<file path="config.mk">
export PLATFORM = sky130hd
export DESIGN_NAME = mem_port_arbiter
export DESIGN_NICKNAME = d
export VERILOG_FILES = /design/src/rtl/mem_port_arbiter.sv
export SDC_FILE = /design/constraint.sdc
export NUM_CORES = 1
export LEC_CHECK = 0
export CORE_UTILIZATION = 17
export DETAILED_ROUTE_END_ITERATION = 8
export PLACE_DENSITY = 0.78
export SLEW_MARGIN = 20
export SYNTH_ARGS = -nofsm -noshare
export SYNTH_HDL_FRONTEND = slang
export SYNTH_SLANG_ARGS = --single-unit
export TNS_END_PERCENT = 10
</file>
<file path="constraint.sdc">
create_clock -name clk -period 0.8 [get_ports clk]
set_input_delay 0.16 -clock clk [delete_from_list [all_inputs] [get_ports clk]]
set_output_delay 0.16 -clock clk [all_outputs]
set_load 0.03 [all_outputs]
</file>
<file path="src/rtl/mem_port_arbiter.sv">
`default_nettype none
// ============================================================================
// Module   : mem_port_arbiter
// Purpose  : Shares one single-port, 1-cycle-read-latency memory between an
//            instruction-fetch requester (read-only) and a data requester
//            (read/write). Grants are combinational in the request cycle.
//            Returned read data is tagged back to whichever requester issued
//            the read. Data has priority by default.
// Config   : MEM_ARB_STARVE_GUARD_EN - when defined, a 4-bit streak counter
//            forces a fetch grant after STREAK_MAX consecutive data wins while
//            fetch is waiting. When undefined, data has strict priority.
// Ports    : clk, rst_n (async, active-low), clk_enable (global advance)
//            i_f_req/i_f_addr -> o_f_gnt, o_f_rvalid, o_f_rdata
//            i_d_req/i_d_we/i_d_addr/i_d_wdata -> o_d_gnt, o_d_rvalid, o_d_rdata
//            o_mem_addr/o_mem_re/o_mem_we/o_mem_wdata, i_mem_rdata
// Revision : 1.0 - initial release
// ============================================================================
module mem_port_arbiter #(
  parameter int ADDR_W     = 8,
  parameter int DATA_W     = 32,
  parameter int STREAK_MAX = 4
) (
  input  logic              clk,
  input  logic              rst_n,
  input  logic              clk_enable,
  // fetch requester
  input  logic              i_f_req,
  input  logic [ADDR_W-1:0] i_f_addr,
  output logic              o_f_gnt,
  output logic              o_f_rvalid,
  output logic [DATA_W-1:0] o_f_rdata,
  // data requester
  input  logic              i_d_req,
  input  logic              i_d_we,
  input  logic [ADDR_W-1:0] i_d_addr,
  input  logic [DATA_W-1:0] i_d_wdata,
  output logic              o_d_gnt,
  output logic              o_d_rvalid,
  output logic [DATA_W-1:0] o_d_rdata,
  // memory side
  output logic [ADDR_W-1:0] o_mem_addr,
  output logic              o_mem_re,
  output logic              o_mem_we,
  output logic [DATA_W-1:0] o_mem_wdata,
  input  logic [DATA_W-1:0] i_mem_rdata
);

  // Reject an out-of-range streak limit at elaboration; the counter is 4 bits.
  if (STREAK_MAX < 1 || STREAK_MAX > 15) begin : g_streak_max_range
    $error("mem_port_arbiter: STREAK_MAX must be in 1..15");
  end

  logic w_force_fetch;
  logic w_f_gnt;
  logic w_d_gnt;
  logic w_d_read;

  // Read-return owner flops: each one doubles as that requester's rvalid.
  logic f_rvalid_q, f_rvalid_d;
  logic d_rvalid_q, d_rvalid_d;

`ifdef MEM_ARB_STARVE_GUARD_EN
  localparam logic [3:0] c_streak_max = 4'(STREAK_MAX);

  logic [3:0] streak_q, streak_d;

  assign w_force_fetch = (streak_q == c_streak_max);

  always_comb begin
    streak_d = streak_q;
    if (clk_enable) begin
      if (w_f_gnt || !i_f_req) begin
        streak_d = 4'd0;
      end else if (w_d_gnt && (streak_q != 4'hF)) begin
        // Fetch is waiting and lost to data; saturate rather than wrap.
        streak_d = streak_q + 4'd1;
      end
    end
  end

  always_ff @(posedge clk or negedge rst_n) begin
    if (!rst_n) begin
      streak_q <= 4'd0;
    end else begin
      streak_q <= streak_d;
    end
  end
`else
  assign w_force_fetch = 1'b0;
`endif

  // Grant decision: at most one winner, nothing while frozen.
  always_comb begin
    w_f_gnt = clk_enable && i_f_req && (!i_d_req || w_force_fetch);
    w_d_gnt = clk_enable && i_d_req && !w_f_gnt;
    w_d_read = w_d_gnt && !i_d_we;
  end

  assign o_f_gnt = w_f_gnt;
  assign o_d_gnt = w_d_gnt;

  // Memory mux
  always_comb begin
    o_mem_addr = '0;
    if (w_f_gnt) begin
      o_mem_addr = i_f_addr;
    end else if (w_d_gnt) begin
      o_mem_addr = i_d_addr;
    end
  end

  assign o_mem_re    = w_f_gnt || w_d_read;
  assign o_mem_we    = w_d_gnt && i_d_we;
  assign o_mem_wdata = i_d_wdata;

  // Owner tagging: the memory answers one cycle after an enabled read, and it
  // is gated by the same enable, so frozen cycles simply hold the tag.
  always_comb begin
    f_rvalid_d = f_rvalid_q;
    d_rvalid_d = d_rvalid_q;
    if (clk_enable) begin
      f_rvalid_d = w_f_gnt;
      d_rvalid_d = w_d_read;
    end
  end

  always_ff @(posedge clk or negedge rst_n) begin
    if (!rst_n) begin
      f_rvalid_q <= 1'b0;
      d_rvalid_q <= 1'b0;
    end else begin
      f_rvalid_q <= f_rvalid_d;
      d_rvalid_q <= d_rvalid_d;
    end
  end

  assign o_f_rvalid = f_rvalid_q;
  assign o_d_rvalid = d_rvalid_q;
  assign o_f_rdata  = i_mem_rdata;
  assign o_d_rdata  = i_mem_rdata;

endmodule
`default_nettype wire

</file>
=== Word-level counts from Yosys, hierarchy flattened ===
Cells that the tools add are included.
W data, S select, Z words.

* Latch bits: 0
* Bits in registers: 2
* Memories kept: 0
* RAM bits: 0
* ROM bits: 0
* Bits of input ports: 86

* Shift operators: 0
* Divide/modulo/power cells: 0
* Multiply operators: 0
* $add $sub $neg: 0
* Equal/unequal tests: 0
* Order comparisons: 0
* Mux-type cells: 2
* Reduce and logical (&&, ||, !) cells: 10
* Bitwise operators: 0

{| class="wikitable"
|+ Operator list
! kind !! number
|-
| $mux W8 || 2
|-
| $logic_and A1 B1 Y1 || 6
|-
| $logic_not A1 Y1 || 3
|-
| $logic_or A1 B1 Y1 || 1
|}

=== Longest topological paths before layout ===
* Depth in word-level cells: 6
* Depth in mapped cells: 3
* Mapped depth without buffers: 3

=== Worst setup path before layout ===
No wires, ideal clock.

* Path type: input to output
* From: input port clk_enable
* To: output port o_mem_addr[0]
* Slack: -93 ps
* Buffers on the path: 1
* Arrival time: 733 ps
* Stages: 3
* Path through: and2_4 -> buf_6 -> a32o_2

* Longest elaborated chain between the ends: 6
* Elaborated cells on any way between the ends: 7

{| class="wikitable"
|+ RTL lines
! what !! line !! source
|-
| start: declaration || 25 || <nowiki>input logic clk_enable,</nowiki>
|-
| $logic_and A1 B1 Y1 (2 in series) || 94 || <nowiki>w_f_gnt = clk_enable && i_f_req && (!i_d_req || w_force_fetch);</nowiki>
|-
| $logic_not A1 Y1 || 95 || <nowiki>w_d_gnt = clk_enable && i_d_req && !w_f_gnt;</nowiki>
|-
| $logic_and A1 B1 Y1 || 95 ||
|-
| $mux W8 || 107 || <nowiki>end else if (w_d_gnt) begin</nowiki>
|-
| $mux W8 * || 105 || <nowiki>if (w_f_gnt) begin</nowiki>
|-
| end: declaration || 41 || <nowiki>output logic [ADDR_W-1:0] o_mem_addr,</nowiki>
|}

Every way passes the cells marked *; elsewhere a longest branch is shown, timed or not.

=== Worst setup path after layout ===
* From: input port i_f_req
* To: output port o_mem_addr[5]

* Longest elaborated chain between the ends: 6

{| class="wikitable"
|+ RTL lines
! what !! line !! source
|-
| start: declaration || 27 || <nowiki>input logic i_f_req,</nowiki>
|-
| $logic_and A1 B1 Y1 * (2 in series) || 94 ||
|-
| $logic_not A1 Y1 || 95 ||
|-
| $logic_and A1 B1 Y1 || 95 ||
|-
| $mux W8 || 107 ||
|-
| $mux W8 * || 105 ||
|}

Marks and branches as above.

==> flow_summary.ini <==
[floorplan]
io_pins = 196
rows = 26
die_w_um = 76.4
initial_core_util_pct = 18.1
coreArea_um2 = 5200
fp.dieH_um = 76.4
dieArea_um2 = 5840

[critical_path]
critPathCaptureType = output pin
worstPathMaxFanout = 8
r2r_cells = 2
r2r_end = o_d_rvalid
crit_path_start_kind = input pin
worstPathArrival_ps = 860
timing.rr.start = o_d_rvalid
cp.required_ps = 640
worstSetupPathType = input pin to output pin
r2r_slack_ps = 170

[power]
p_total_mw = 0.922
powerDensity_nw_per_um2 = 1180
power.leakage_nw = 0.393
max-vdd-ir-drop_mv = 0.453

[route]
ant_nets = 0
wl_per_cell_um = 15.9
vias = 473
drt_iter0_markers = 5
wl_um = 2200
drc = 0
post_drt_via_cell_ratio = 3.43
first_pass_iters = 4

[sta]
hold_ws_ps = 120
hold_viol_final = 0
maxSlewHeadroom_pct = 90.7
setup_viol_count_final = 14
period_needed_ps = 1020
rsz0062_at_grt = yes
slew_violations = 0
fin_ws_ps = -220
final.setup.tns_ps = -2010
worst_pin_slew_ps = 139
post-route-period-util_pct = 128
fmax_ghz = 0.980
fin_worst_skew_ps = 0

[cells_and_area]
stdcell_count = 138
n_antenna_cell = 0
nets = 156
final_area_um2 = 783
drive_gt1_share_pct = 60.3
post-route-util_pct = 15.0
area_growth_pct = -16.8

[job]
maxCapViolCount = 0

[yosys]
synth_top_family_by_area = buffers and inverters
synth_top_cell_area_share_pct = 76.6
synthCells = 120
synth_compound_area_share_pct = 12.0
synth-simple-area-share_pct = 3.32
netlist_area_um2 = 941
synth_top_cell_by_area = buf_4
synth_fa_ha_area_share_pct = 0
synth_mux_area_share_pct = 0
syn_avg_cell_area_um2 = 7.84
synth-seq-cells = 2
yosysWarnings = 0
synth_seq_area_share_pct = 5.32
synthXorXnorAreaFrac_pct = 0
synthDistinctLibCells = 12
syn_nets = 206
synth_area_leaders = buf_4 77%, a32o_2 9.6%, dfrtp_1 5.3%

[global_routing]
grt_pass1_vias = 562
grt_pass1_wl_um = 3240
grtUsageTotal_pct = 7.41
gr-total-overflow = 0
antenna_found_initial = 0
grt_start_max_net_pins = 9

[clocking]
clk_latency_ps = 210
cts_tree = yes
clk_pin_slew_ps = 30
cts_root_buffer = clkbuf_8
cts.sinks = 2
htreeDepth = 1
clockBufferDepth = 2
numCtsBuffers = 3

[place]
port_buffers = 35
gp_congestion = 0.652
dp_cells = 133
placed_area_um2 = 674
dpl_worst_slack_ps = -669
dp.final_hpwl_um = 1770

[outcome]
status = finished, violations left
violations = setup timing

[min_path]
holdCritPathClass = input pin to async pin
-- state kept, by name (all words and copies together), names as in the netlist --
| name | count |
|---|---|
| o_f_rvalid | 1 |
| o_d_rvalid | 1 |
-- synthesized netlist by cell type, drive strengths merged --
library cell,n
o211a,1
nor2,1
a32o,8
nand2,3
inv,4
o22ai,2
buf,97
and2,1
dfrtp,2
and3,1
-- power by group --
group	switching [mW]	internal, mW
sequential	0.00579	0.110
combinational	0.189	0.217
clock	0.0818	0.318
total	0.276	0.646
-- layout by cell type (no fill, tap or decap), types with 2 or more instances in the layout --
master	synthesis	layout
buf_12	0	2
dfrtp_1	2	2
clkbuf_8	0	3
inv_2	1	2
buf_8	0	2
buf_4	96	5
a32o_2	8	8
buf_6	1	14
inv_1	3	2
nand2_1	3	2
dlygate4sd2_1	0	16
o22ai_1	2	2
-- layout make-up --
class                           count  area [um2]
Fill cell                         588        4420
Timing Repair Buffer               41         427
Multi-Input combinational cell     17         155
Tap cell                           70        87.6
Sequential cell                     2        50.0
Clock buffer                        3        41.3
Inverter                            4        15.0
Timing Repair inverter              1        7.51
-- how the worst max path moves through the flow --
stage	from	to	slack [ps]	depth (start not counted)
after CTS	i_f_req	o_mem_addr[5]	-220	4
after global routing	i_f_req	o_mem_addr[5]	-240	4
final	i_f_req	o_mem_addr[5]	-220	4
after detailed placement	clk_enable	o_mem_addr[2]	-670	4
after floorplan	clk_enable	o_mem_addr[0]	-90	3
after global placement	clk_enable	o_mem_addr[2]	-660	4
-- critical path, stage by stage --
cell and delay [ps]:
buf_6 90, and2_4 170, a32o_2 290, buf_12 140
-- layer usage --
layer | share of wire, % | track usage (%) | vias to the layer above
met1 | 23 | 4.23 | 195
met4 | 9.8 | 9.04 | 0
met5 | 0 | 0 | -
met2 | 45 | 12.3 | 57
met3 | 22 | 6.23 | 32
li1 | - | - | 189
-- timing repair --
action / 4_1_cts / 5_1_grt
gates resized for setup: 55 / 1
setup buffers: 1 / 0
pin swaps: 10 / 7
hold buffers: 0 / 0
endpoints found under the setup margin: 16 / 14
cloned: 1 / 0
-- cell families after synthesis --
group | count (synthesis)
flops | 2
compound gates | 11
simple gates | 6
buf+inv | 101
Power figures use the tool's default switching activity.
